==> config.mk <==
export PLATFORM = sky130hd
export DESIGN_NAME = scroll_engine
export DESIGN_NICKNAME = d
export VERILOG_FILES = /design/src/rtl/scroll_pkg.sv /design/src/rtl/sync_edge.sv /design/src/rtl/scroll_engine.sv
export SDC_FILE = /design/constraint.sdc
export NUM_CORES = 1
export LEC_CHECK = 0
export ABC_AREA = 1
export CORE_MARGIN = 4
export CORE_UTILIZATION = 45
export CTS_CLUSTER_DIAMETER = 80
export DETAILED_ROUTE_END_ITERATION = 8
export PLACE_DENSITY = 0.71
export SLEW_MARGIN = 10
export SYNTH_ARGS = -nofsm -noshare
export SYNTH_HDL_FRONTEND = slang
export SYNTH_SLANG_ARGS = --single-unit
==> constraint.sdc <==
create_clock -name clk -period 3.9 [get_ports clk]
set_clock_uncertainty 0.1 [all_clocks]
set_input_delay 0.78 -clock clk [delete_from_list [all_inputs] [get_ports clk]]
set_output_delay 0.78 -clock clk [all_outputs]
set_load 0.05 [all_outputs]
==> src/rtl/scroll_pkg.sv <==
// Shared state encoding and default geometry for the scrolling display stage.
package scroll_pkg;

  localparam int unsigned MSG_LEN_DEF = 16;
  localparam int unsigned DIGITS_DEF  = 8;
  localparam int unsigned OFS_W       = $clog2(MSG_LEN_DEF);
  localparam int unsigned IDX_W       = $clog2(DIGITS_DEF);

  typedef enum logic [1:0] {
    ST_RUN     = 2'd0,
    ST_PAUSE   = 2'd1,
    ST_RESTART = 2'd2
  } state_e;

endpackage

==> src/rtl/sync_edge.sv <==
// Two-flop synchronizer with a registered rising-edge strobe on the synced level.
module sync_edge (
  input  logic clk,
  input  logic rst_n,
  input  logic i_d,
  output logic o_level,
  output logic o_rise
);

  logic r_s1;
  logic r_s2;
  logic r_s3;
  logic r_rise;

  always_ff @(posedge clk or negedge rst_n) begin
    if (!rst_n) begin
      r_s1   <= 1'b0;
      r_s2   <= 1'b0;
      r_s3   <= 1'b0;
      r_rise <= 1'b0;
    end else begin
      r_s1   <= i_d;
      r_s2   <= r_s1;
      r_s3   <= r_s2;
      r_rise <= r_s2 & ~r_s3;
    end
  end

  assign o_level = r_s2;
  assign o_rise  = r_rise;

endmodule

==> src/rtl/scroll_engine.sv <==
// Scrolls a hex message ring across a multiplexed 7-segment display.
// Optional SCROLL_BLINK_EN: blanks the display on a half-step cadence while paused.
module scroll_engine
  import scroll_pkg::*;
#(
  parameter int unsigned MSG_LEN  = MSG_LEN_DEF,
  parameter int unsigned DIGITS   = DIGITS_DEF,
  parameter int unsigned STEP_DIV = 50_000_000,
  parameter int unsigned SCAN_DIV = 12_500
) (
  input  logic                       clk,
  input  logic                       rst_n,
  input  logic                       restart_in,
  input  logic                       pause_in,
  input  logic [MSG_LEN*4-1:0]       msg,
  output logic [DIGITS-1:0]          an_n,
  output logic [3:0]                 digit_code,
  output logic [$clog2(MSG_LEN)-1:0] offset,
  output logic                       paused,
  output logic                       step_pulse
);

  localparam int unsigned OFFSET_W = $clog2(MSG_LEN);
  localparam int unsigned SUM_W    = OFFSET_W + 1;
  localparam int unsigned SIDX_W   = $clog2(DIGITS);
  localparam int unsigned PRE_W    = $clog2(STEP_DIV);
  localparam int unsigned SCNT_W   = $clog2(SCAN_DIV);

  // (a + b) mod MSG_LEN with one conditional subtract; both operands < MSG_LEN
  function automatic logic [OFFSET_W-1:0] mod_add(input logic [OFFSET_W-1:0] a,
                                                  input logic [SUM_W-1:0]    b);
    logic [SUM_W-1:0] s;
    s = {1'b0, a} + b;
    if (s >= SUM_W'(MSG_LEN)) s = s - SUM_W'(MSG_LEN);
    return s[OFFSET_W-1:0];
  endfunction

  logic w_restart_ev;
  logic w_pause_s;
  logic w_unused_pause_rise;

  sync_edge u_sync_restart (
    .clk     (clk),
    .rst_n   (rst_n),
    .i_d     (restart_in),
    .o_level (),
    .o_rise  (w_restart_ev)
  );

  sync_edge u_sync_pause (
    .clk     (clk),
    .rst_n   (rst_n),
    .i_d     (pause_in),
    .o_level (w_pause_s),
    .o_rise  (w_unused_pause_rise)
  );

  state_e                r_state, w_next_state;
  logic [PRE_W-1:0]      r_presc, w_presc_nxt;
  logic [OFFSET_W-1:0]   r_offset, w_offset_nxt;
  logic                  r_step_pulse, w_step_nxt;
  logic                  r_paused;
  logic [SCNT_W-1:0]     r_scan_cnt;
  logic [SIDX_W-1:0]     r_scan_idx;
  logic [DIGITS-1:0]     r_an_scan, w_an_scan_nxt;
  logic [3:0]            r_digit_code, w_digit_nxt;
  logic                  w_slot;
  logic [OFFSET_W-1:0]   w_char_idx;
  logic [3:0]            w_chars [MSG_LEN];

  always_ff @(posedge clk or negedge rst_n) begin
    if (!rst_n) r_state <= ST_RUN;
    else        r_state <= w_next_state;
  end

  // Restart beats pause changes; RESTART always lasts a single cycle
  always_comb begin
    w_next_state = r_state;
    case (r_state)
      ST_RUN:     if (w_restart_ev) w_next_state = ST_RESTART;
                  else if (w_pause_s) w_next_state = ST_PAUSE;
      ST_PAUSE:   if (w_restart_ev) w_next_state = ST_RESTART;
                  else if (!w_pause_s) w_next_state = ST_RUN;
      ST_RESTART: w_next_state = w_pause_s ? ST_PAUSE : ST_RUN;
      default:    w_next_state = ST_RUN;
    endcase
  end

  // Offset/prescaler updates; a restart event discards a coincident terminal count
  always_comb begin
    w_presc_nxt  = r_presc;
    w_offset_nxt = r_offset;
    w_step_nxt   = 1'b0;
    if (w_next_state == ST_RESTART) begin
      w_presc_nxt  = '0;
      w_offset_nxt = '0;
    end else if (!w_pause_s) begin
      if (r_state == ST_RUN) begin
        if (r_presc == PRE_W'(STEP_DIV - 1)) begin
          w_presc_nxt  = '0;
          w_offset_nxt = mod_add(r_offset, SUM_W'(1));
          w_step_nxt   = 1'b1;
        end else begin
          w_presc_nxt = r_presc + PRE_W'(1);
        end
      end else if (r_state == ST_RESTART) begin
        w_presc_nxt = r_presc + PRE_W'(1);
      end
    end
  end

  always_comb begin
    for (int j = 0; j < MSG_LEN; j++) w_chars[j] = msg[4*j +: 4];
  end

  always_comb begin
    w_slot        = (r_scan_cnt == SCNT_W'(SCAN_DIV - 1));
    w_char_idx    = mod_add(r_offset, SUM_W'(r_scan_idx));
    w_an_scan_nxt = r_an_scan;
    w_digit_nxt   = r_digit_code;
    if (w_slot) begin
      w_an_scan_nxt = ~(DIGITS'(1) << r_scan_idx);
      w_digit_nxt   = w_chars[w_char_idx];
    end
  end

  always_ff @(posedge clk or negedge rst_n) begin
    if (!rst_n) begin
      r_presc      <= '0;
      r_offset     <= '0;
      r_step_pulse <= 1'b0;
      r_paused     <= 1'b0;
      r_scan_cnt   <= '0;
      r_scan_idx   <= '0;
      r_an_scan    <= '1;
      r_digit_code <= '0;
    end else begin
      r_presc      <= w_presc_nxt;
      r_offset     <= w_offset_nxt;
      r_step_pulse <= w_step_nxt;
      r_paused     <= (w_next_state == ST_PAUSE);
      r_an_scan    <= w_an_scan_nxt;
      r_digit_code <= w_digit_nxt;
      if (w_slot) begin
        r_scan_cnt <= '0;
        r_scan_idx <= (r_scan_idx == SIDX_W'(DIGITS - 1)) ? '0 : r_scan_idx + SIDX_W'(1);
      end else begin
        r_scan_cnt <= r_scan_cnt + SCNT_W'(1);
      end
    end
  end

`ifdef SCROLL_BLINK_EN
  logic [PRE_W-1:0]  r_blink_cnt, w_blink_cnt_nxt;
  logic              r_blink, w_blink_nxt;
  logic [DIGITS-1:0] r_an_n;

  // Blink phase restarts blanked on every PAUSE entry
  always_comb begin
    w_blink_cnt_nxt = r_blink_cnt;
    w_blink_nxt     = r_blink;
    if (w_next_state == ST_PAUSE) begin
      if (r_state != ST_PAUSE) begin
        w_blink_cnt_nxt = '0;
        w_blink_nxt     = 1'b0;
      end else if (r_blink_cnt == PRE_W'(STEP_DIV/2 - 1)) begin
        w_blink_cnt_nxt = '0;
        w_blink_nxt     = ~r_blink;
      end else begin
        w_blink_cnt_nxt = r_blink_cnt + PRE_W'(1);
      end
    end
  end

  always_ff @(posedge clk or negedge rst_n) begin
    if (!rst_n) begin
      r_blink_cnt <= '0;
      r_blink     <= 1'b0;
      r_an_n      <= '1;
    end else begin
      r_blink_cnt <= w_blink_cnt_nxt;
      r_blink     <= w_blink_nxt;
      r_an_n      <= ((w_next_state == ST_PAUSE) && !w_blink_nxt) ? '1 : w_an_scan_nxt;
    end
  end

  assign an_n = r_an_n;
`else
  assign an_n = r_an_scan;
`endif

  assign digit_code = r_digit_code;
  assign offset     = r_offset;
  assign paused     = r_paused;
  assign step_pulse = r_step_pulse;

endmodule

---- Word level (Yosys, flattened, before mapping) ----
Index checks and enable logic that the tools add are counted.
word-level totals
  register bits ........................... 69
  input port bits ......................... 68
  output and inout bits ................... 18
  word-level logic and storage cells ...... 70
operators by class
  add/subtract/negate cells ............... 7
  order comparisons ....................... 3
  eq/ne operators ......................... 8
  shifts and indexed selects .............. 1
  muxes and demuxes ....................... 26
  bitwise logic cells ..................... 4
  reductions and logical operators ........ 6
operators with widths
  operator                                                                number
  26-bit two-way mux                                                      5
  4-bit two-way mux                                                       8
  26-bit by 1-bit adder with 26-bit output (second input constant)        1
  26-bit equality test (second input constant)                            1
  4-bit binary-select mux with 4-bit select                               1
  5-bit greater-or-equal comparator (second input constant)               3
  14-bit by 1-bit adder with 14-bit output (second input constant)        1
  14-bit equality test (second input constant)                            1
  14-bit two-way mux                                                      1
  2-bit two-way mux                                                       4
  8-bit inverter                                                          1
  1-bit by 3-bit left shift with 8-bit output (first input constant)      1
  4-bit by 1-bit subtractor with 4-bit output (second input constant)     2
  2-bit one-hot mux with 3 select lines                                   1
  4-bit by 1-bit adder with 5-bit output (second input constant)          1
  4-bit by 3-bit adder with 5-bit output                                  1
  1-bit two-way mux                                                       5
  4-bit inverter with 5-bit output                                        1
  2-bit by 1-bit equality test with 1-bit output (second input constant)  2
  2-bit equality test (second input constant)                             2
  2-bit nonzero test                                                      2
  3-bit by 1-bit adder with 3-bit output (second input constant)          1
  3-bit equality test (second input constant)                             1
  3-bit two-way mux                                                       1
  other kinds (7)                                                         7

---- Logic depth before layout (Yosys ltp) ----
Gate-level depths: netlist of run 1.
  depth in word-level cells ............... 7
  depth in mapped cells ................... 12
  mapped depth without buffers ............ 11

---- Hierarchy ----
Synthesis of run 1 repeated with hierarchy kept, for this count alone.
unflattened totals
  cells, all modules ...................... 634
  area total of the unflattened synthesis .. 4524.3 sq um
by module, submodules not included
  module         instances  cells an instance  area each (sq um)  seq. area each (sq um)
  scroll_engine  1          622                4304.1             1586.5
  sync_edge      2          6                  110.1              100.1

---- Worst setup path before layout of run 1 ----
OpenSTA, ideal clock, no wires.
  kind .................................... flip-flop to flip-flop
  start point ............................. register r_offset[0] (netlist: offset[0])
  end point ............................... register r_digit_code[0] (netlist: digit_code[0])
  setup time .............................. 0.066 ns
  arrival time ............................ 2.294 ns
  data required time ...................... 3.734 ns
  path slack .............................. 1.440 ns
  cell stages (with the launch flop) ...... 12
  buffers on the path ..................... 2
  clock period less this slack ............ 2.460 ns
  cell sequence ........................... dfrtp_1 -> ha_1 -> inv_1 -> fa_1 -> clkbuf_1 -> buf_2 -> o21ai_0 -> o21ai_0 -> nand2_1 -> nand3_1 -> nand3_1 -> nand2_1
between the ends
  word-level cells in the longest chain between the ends .. 7
  elaborated cells between the ends (all ways) .. 8
  those cells by class .................... 2 x add/sub; 1 x order compare; 4 x mux; 1 x bitwise
ends and longest elaborated chain
  item                                                                                                     line                  source
  start, declared                                                                                          scroll_engine.sv:60   logic [OFFSET_W-1:0] r_offset, w_offset_nxt;
  start signal, assigned                                                                                   scroll_engine.sv:139  r_offset <= w_offset_nxt;
  4-bit by 3-bit adder with 5-bit output (*)                                                               scroll_engine.sv:33   s = {1'b0, a} + b;
  4-bit by 1-bit subtractor with 4-bit output / 5-bit greater-or-equal comparator (equally long branches)  scroll_engine.sv:34   if (s >= SUM_W'(MSG_LEN)) s = s - SUM_W'(MSG_LEN);
  4-bit two-way mux (*)                                                                                    scroll_engine.sv:34
  4-bit inverter with 5-bit output (not written as such) (*)                                               scroll_engine.sv:123  w_digit_nxt = w_chars[w_char_idx];
  4-bit binary-select mux with 4-bit select (*)                                                            scroll_engine.sv:123
  4-bit two-way mux (not written as such) (*) (2 in a row)                                                 scroll_engine.sv:123
  end signal, assigned                                                                                     scroll_engine.sv:143  r_digit_code <= w_digit_nxt;
  end, declared                                                                                            scroll_engine.sv:66   logic [3:0] r_digit_code, w_digit_nxt;
Mark *: on every way between the ends. The rest lies on a longest branch, timed or not. The select of a mux whose other input is x is not followed.
A chain may end at the register's enable or synchronous reset.

---- Worst setup path after layout of run 1 ----
Same ends and word-level chain as after synthesis.

==> impl_metrics.yaml, run 1 <==
clock_network:
  cts_tree: "built"
  clkTransAtPathRegs_ns: 0.08
  worstSkewPairLatency_ns: 0.35
  clock_sinks: 69
  cts_buffer_depth: 2
  numCtsBuffers: 9
  htree_levels: 3
  clockRootBuffer: "clkbuf_8"
  cts.repair.resized: 0
  post-cts-setup-buffers: 0
  postCtsHoldBufs: 0
routing:
  drt_wl_total_um: 12100
  num_vias: 4408
  drcViolationCount: 0
  wire_per_inst_um: 13.8
  detail-route-antenna-nets: 0
  vias_per_cell: 5.03
  drt_pre_antenna_iters: 5
  drt-initial-drc-count: 302
final_layout:
  drive_above_1_share: 0.0619
  antenna_cells: 0
  nNetsFinal: 819
  final_util: 0.581
  register_area_sq_mm: 0.00174
  area_growth_pct: 26.4
  layout_commonest_cell: "nand2_1"
  final_cell_mix: "nand2_1, nor2_1, clkdlybuf4s50_1"
  multi_input_area_sq_mm: 0.00233
  nFillCells: 946
floorplanning:
  die-height_um: 108
  initial_core_util: 0.459
  rows: 36
  ioPinCount: 86
  core_area_sq_mm: 0.00973
  die_x_um: 108
  die_area_sq_mm: 0.0116
grt:
  overflow: 0
  grt_max_degree: 45
  grt.total_usage: 0.220
  grt_pass1_vias: 4254
  antenna_found_initial: 0
  grt_pass1_wl_um: 20500
critical_path:
  cp_data_arrival_time_ns: 2.99
  worstSetupPathType: "flop to flop"
  crit_chain: "ha_1 -> inv_1 -> fa_1 -> inv_1 -> nor2_1 -> o21ai_0 -> nand2_1 -> nand2_1 -> nand3_1 -> nand3_1 -> nand2_1"
  crit_buf_inv: 2
  cp_max_fo: 25
  start_kind: "flop"
  path_common_cell: "nand2_1"
  slowest_stage: "fa_1"
  critical-path-max-stage-delay_ns: 1.00
  cp_data_required_time_ns: 4.08
  cpLargestDelayFamily: "adder cells"
  end_kind: "flop"
timing:
  hold_violations: 0
  setup_tns_ns: 0
  fmax_mhz: 356
  setup_viol_count_final: 0
  slew_headroom: 0.477
  timing.final.crit_share: 0.721
  rsz0062_at_grt: "false"
  maxSlewViolCount: 0
  worstMarginPinSlew_ns: 0.783
  period_needed_ns: 2.81
synth:
  yosysUniqueCellTypes: 37
  seq_area_frac_synth: 0.389
  synth_ff_type: "dfrtp_1"
  yosysTopAreaCell: "dfrtp_1"
  synth-edff-count: 0
  yosysTopAreaCellShare: 0.342
  synth-seq-cells: 69
  syn_inst: 655
  ys_warn_count: 0
  synth.avg_cell_area_sq_um: 6.82
  synth_nets: 736
  syn_area_sq_mm: 0.00447
  synth-async-reset-ratio: 1.00
  synth_area_leaders: "dfrtp_1, nand2_1, nor2_1, inv_1, nand3_1"
pwr:
  total_power_w: 0.00172
  p_per_area_mw_per_mm2: 304
  ir_drop_mv: 0.232
  leakage_nw: 2.62
place:
  globalplace.congestion: 0.910
  dp_hpwl_um: 9230
  port_buffers: 85
run:
  cap_violations: 0
min_path:
  hold_path.class: "flop to flop"
outcome:
  run_status: "finished, final reports clean"
==> metrics by stage <==
stage | hold WS [ns] | setup WS (ns) | std cells | cell area (sq um)
after floorplan | 0.231 | 1.44 | 655 | 4470
after global placement | 0.233 | 1.27 | 860 | 5420
after detailed placement | 0.236 | 1.14 | 860 | 5420
after CTS | 0.263 | 1.10 | 876 | 5650
after global routing | 0.267 | 0.841 | 876 | 5650
final | 0.261 | 1.09 | 876 | 5650
==> report_power, final <==
part           internal, W  switching [W]
combinational     0.000120       0.000168
sequential        0.000731      0.0000192
clock             0.000383       0.000294
==> layout make-up <==
type | count | area share
Inverter | 85 | 0.0565
Tap cell | 133 | 0.0295
Multi-Input combinational cell | 485 | 0.412
Clock buffer | 10 | 0.0244
Timing Repair Buffer | 88 | 0.154
Clock inverter | 6 | 0.0166
Sequential cell | 69 | 0.307
==> synthesized netlist by cell type, types with 2 or more instances <==
| cell type | count |
|---|---|
| nand4_1 | 8 |
| nor3_1 | 11 |
| a211oi_1 | 3 |
| o22ai_1 | 2 |
| nor2_4 | 2 |
| o21ai_0 | 33 |
| dfstp_2 | 8 |
| dfrtp_1 | 61 |
| nand3b_1 | 2 |
| nand3_1 | 57 |
| nand2_2 | 4 |
| nor2_1 | 131 |
| inv_2 | 2 |
| ha_1 | 12 |
| clkbuf_1 | 5 |
| inv_1 | 82 |
| nor2_2 | 5 |
| o21bai_1 | 4 |
| nor4_1 | 2 |
| buf_2 | 8 |
| xor2_1 | 17 |
| nand2_1 | 171 |
| o21ai_1 | 2 |
| a21oi_1 | 10 |
==> kinds of logic after synthesis <==
group,count (synthesis),share of synthesized area
AND/OR/NAND/NOR,398,0.377
buffers and inverters,101,0.0904
flip-flops,69,0.389
AO/OA/AOI/OAI,56,0.0686
XOR/XNOR,18,0.0370
adder cells (fa/ha/maj),13,0.0381
==> worst reg2reg max path, stage by stage (launching register included) <==
cell     delay, ns
dfrtp_1       0.45
ha_1          0.20
inv_1         0.06
fa_1          1.00
inv_1         0.32
nor2_1        0.18
o21ai_0       0.10
nand2_1       0.08
nand2_1       0.05
nand3_1       0.08
nand3_1       0.07
nand2_1       0.06
==> sequential cells by signal (all words and copies together) (netlist names) <==
name / flops
an_n: 8
digit_code: 4
offset: 4
paused: 1
r_presc: 26
r_scan_cnt: 14
r_scan_idx: 3
r_state: 2
step_pulse: 1
u_sync_pause.o_level: 1
u_sync_pause.r_s1: 1
u_sync_restart.o_level: 1
u_sync_restart.o_rise: 1
u_sync_restart.r_s1: 1
u_sync_restart.r_s3: 1
==> path summary, 6_finish.rpt <==
path / from / end / slack (ns) / depth (start not counted)
max: offset[0]$_DFFE_PN0P_ / digit_code[0]$_DFFE_PN0N_ / 1.09 / 11
min: u_sync_pause.r_s1$_DFF_PN0_ / u_sync_pause.o_level$_DFF_PN0_ / 0.26 / 0
max reg2reg: offset[0]$_DFFE_PN0P_ / digit_code[0]$_DFFE_PN0N_ / 1.09 / 11
min reg2reg: u_sync_pause.r_s1$_DFF_PN0_ / u_sync_pause.o_level$_DFF_PN0_ / 0.26 / 0
max in group asynchronous: rst_n / an_n[1]$_DFFE_PN1N_ / 2.36 / 2
min in group asynchronous: rst_n / r_scan_cnt[10]$_DFF_PN0_ / 0.34 / 1
==> per-layer routing <==
layer	up-vias	routed length, um	track usage
li1	2210	-	-
met1	2075	5710	0.314
met2	108	5540	0.339
met3	15	636	0.0468
met4	0	166	0.0604
met5	-	0	0
No activity file was read; power rests on OpenSTA's default activity.
==> inputs of run 2 (changes only) <==
--- a/config.mk
+++ b/config.mk
@@ -10,7 +10,7 @@
 export CORE_UTILIZATION = 45
 export CTS_CLUSTER_DIAMETER = 80
 export DETAILED_ROUTE_END_ITERATION = 8
-export PLACE_DENSITY = 0.71
+export PLACE_DENSITY = 0.74
 export SLEW_MARGIN = 10
 export SYNTH_ARGS = -nofsm -noshare
 export SYNTH_HDL_FRONTEND = slang
==> constraint.sdc (replaced) <==
create_clock -name clk -period 2.5 [get_ports clk]
set_clock_uncertainty 0.1 [all_clocks]
set_input_delay 0.5 -clock clk [delete_from_list [all_inputs] [get_ports clk]]
set_output_delay 0.5 -clock clk [all_outputs]
set_load 0.05 [all_outputs]
==> impl_metrics.yaml, run 2 (synthesis results as in run 1) <==
pwr:
  p_int_w: 0.00192
  switching_power_w: 0.000773
  p_per_area_mw_per_mm2: 472
  leakage_nw: 2.64
  seqPwrFrac: 0.433
  p_comb_frac: 0.174
  clockPowerShare: 0.393
  p_sw_frac: 0.287
  ir_drop_mv: 0.342
timing:
  period_needed_ns: 2.30
  setup_viol_count_final: 0
  maxSlewViolCount: 0
  setup_tns_ns: 0
  whs_ns: 0.0263
  hold_violations: 0
  slew_headroom: 0.538
  fmax_mhz: 434
  worstMarginPinSlew_ns: 0.692
  timing.final.crit_share: 0.922
  rsz0062_at_grt: "false"
critical_path:
  cp_data_required_time_ns: 1.90
  cp_data_arrival_time_ns: 1.70
  crit_buf_inv: 1
  start_kind: "flop"
  cpLargestDelayFamily: "buffers and inverters"
  slowest_stage: "clkdlybuf4s50_1"
  end_kind: "output port"
  cp_max_fo: 2
  worstSetupPathType: "flop to output port"
  critical-path-max-stage-delay_ns: 0.82
  crit_chain: "clkdlybuf4s50_1"
clock_network:
  cts.repair.resized: 0
  clkTransAtPathRegs_ns: 0.09
  clock_sinks: 69
  clockRootBuffer: "clkbuf_8"
  post-cts-setup-buffers: 0
  postCtsHoldBufs: 0
  htree_levels: 3
  cts_tree: "built"
  cts_buffer_depth: 2
  numCtsBuffers: 9
  worstSkewPairLatency_ns: 0.35
final_layout:
  area_growth_pct: 27.5
  nFillCells: 956
  final_cell_mix: "nand2_1, nor2_1, clkdlybuf4s50_1"
  largest_register_ffs: 26
  multi_input_area_sq_mm: 0.00233
  register_area_sq_mm: 0.00174
  nNetsFinal: 824
  drive_above_1_share: 0.0682
  layout_commonest_cell: "nand2_1"
  largest_register: "r_presc"
  antenna_cells: 0
routing:
  wire_per_inst_um: 14.1
  num_vias: 4421
  drt_pre_antenna_iters: 6
  drt-initial-drc-count: 254
  drcViolationCount: 0
  vias_per_cell: 5.02
  detail-route-antenna-nets: 0
  drt_wl_total_um: 12400
floorplanning:
  core_area_sq_mm: 0.00973
  die-height_um: 108
  die_area_sq_mm: 0.0116
  initial_core_util: 0.459
  rows: 36
  die_x_um: 108
  ioPinCount: 86
grt:
  grt_max_degree: 49
  grt_pass1_wl_um: 20900
  overflow: 0
  antenna_found_initial: 0
  grt.total_usage: 0.226
  grt_pass1_vias: 4356
run:
  cap_violations: 0
outcome:
  run_status: "finished, final reports clean"
place:
  port_buffers: 85
  globalplace.congestion: 0.949
  dp_hpwl_um: 9610
min_path:
  hold_path.class: "input pin to asynchronous set/reset pin"
-- run 2: final cells by class --
class                   count  area share
multi-input cells         485       0.409
flip-flops and latches     69       0.305
inverters                  85      0.0560
well taps                 133      0.0292
clock buffers               9      0.0217
clock inverters             7      0.0184
repair buffers             93       0.161
-- run 2: per-stage QoR --
step	area, sq um	util	setup slack [ns]	instances	power, W
6_report	5700	0.586	0.196	881	0.00269
5_1_grt	5700	0.586	0.127	881	0.00283
4_1_cts	5700	0.586	0.165	881	0.00272
3_5_place_dp	5470	0.562	0.332	865	0.00165
3_3_place_gp	5470	0.562	0.391	865	0.00165
2_1_floorplan	4470	-	0.0401	655	0.00144
-- run 2: final timing paths --
| check | cells past startpoint | startpoint | slack, ns | end |
|---|---|---|---|---|
| worst max register to register | 11 | r_scan_idx[0]$_DFFE_PN0N_ | 0.30 | digit_code[0]$_DFFE_PN0N_ |
| worst min-delay path | 1 | rst_n | 0.03 | r_presc[7]$_DFFE_PN0P_ |
| worst min register to register | 0 | u_sync_restart.r_s1$_DFF_PN0_ | 0.25 | u_sync_restart.o_level$_DFF_PN0_ |
| max in group asynchronous | 2 | rst_n | 1.59 | an_n[2]$_DFFE_PN1N_ |
| worst max-delay path | 1 | an_n[1]$_DFFE_PN1N_ | 0.20 | an_n[1] |
| min in group clk | 0 | u_sync_restart.r_s1$_DFF_PN0_ | 0.25 | u_sync_restart.o_level$_DFF_PN0_ |
-- run 2: per-layer routing --
layer  up-vias  global-route usage  part of all wire
met5         -                   0                 0
li1       2221                   -                 -
met3        19              0.0366             0.047
met4         0              0.0586             0.016
met1      2084               0.317              0.47
met2        97               0.365              0.47
-- run 2: worst register-to-register path, delay by kind of cell, from the launching register on --
kind                       cells  cell delay (ns)
and+or+nand+nor                6             0.43
adders and majority gates      2             0.64
buffers and inverters          2             0.33
DFF                            1             0.45
AOI/OAI and AO/OA              1             0.14
-- run 2: power by group through the flow --
stage,Clock (W),Combinational (W),Sequential [W]
after floorplan,0,0.000239,0.00120
after global placement,0,0.000467,0.00119
after detailed placement,0,0.000466,0.00119
after CTS,0.00108,0.000468,0.00117
after global routing,0.00114,0.000523,0.00117
final,0.00106,0.000469,0.00117
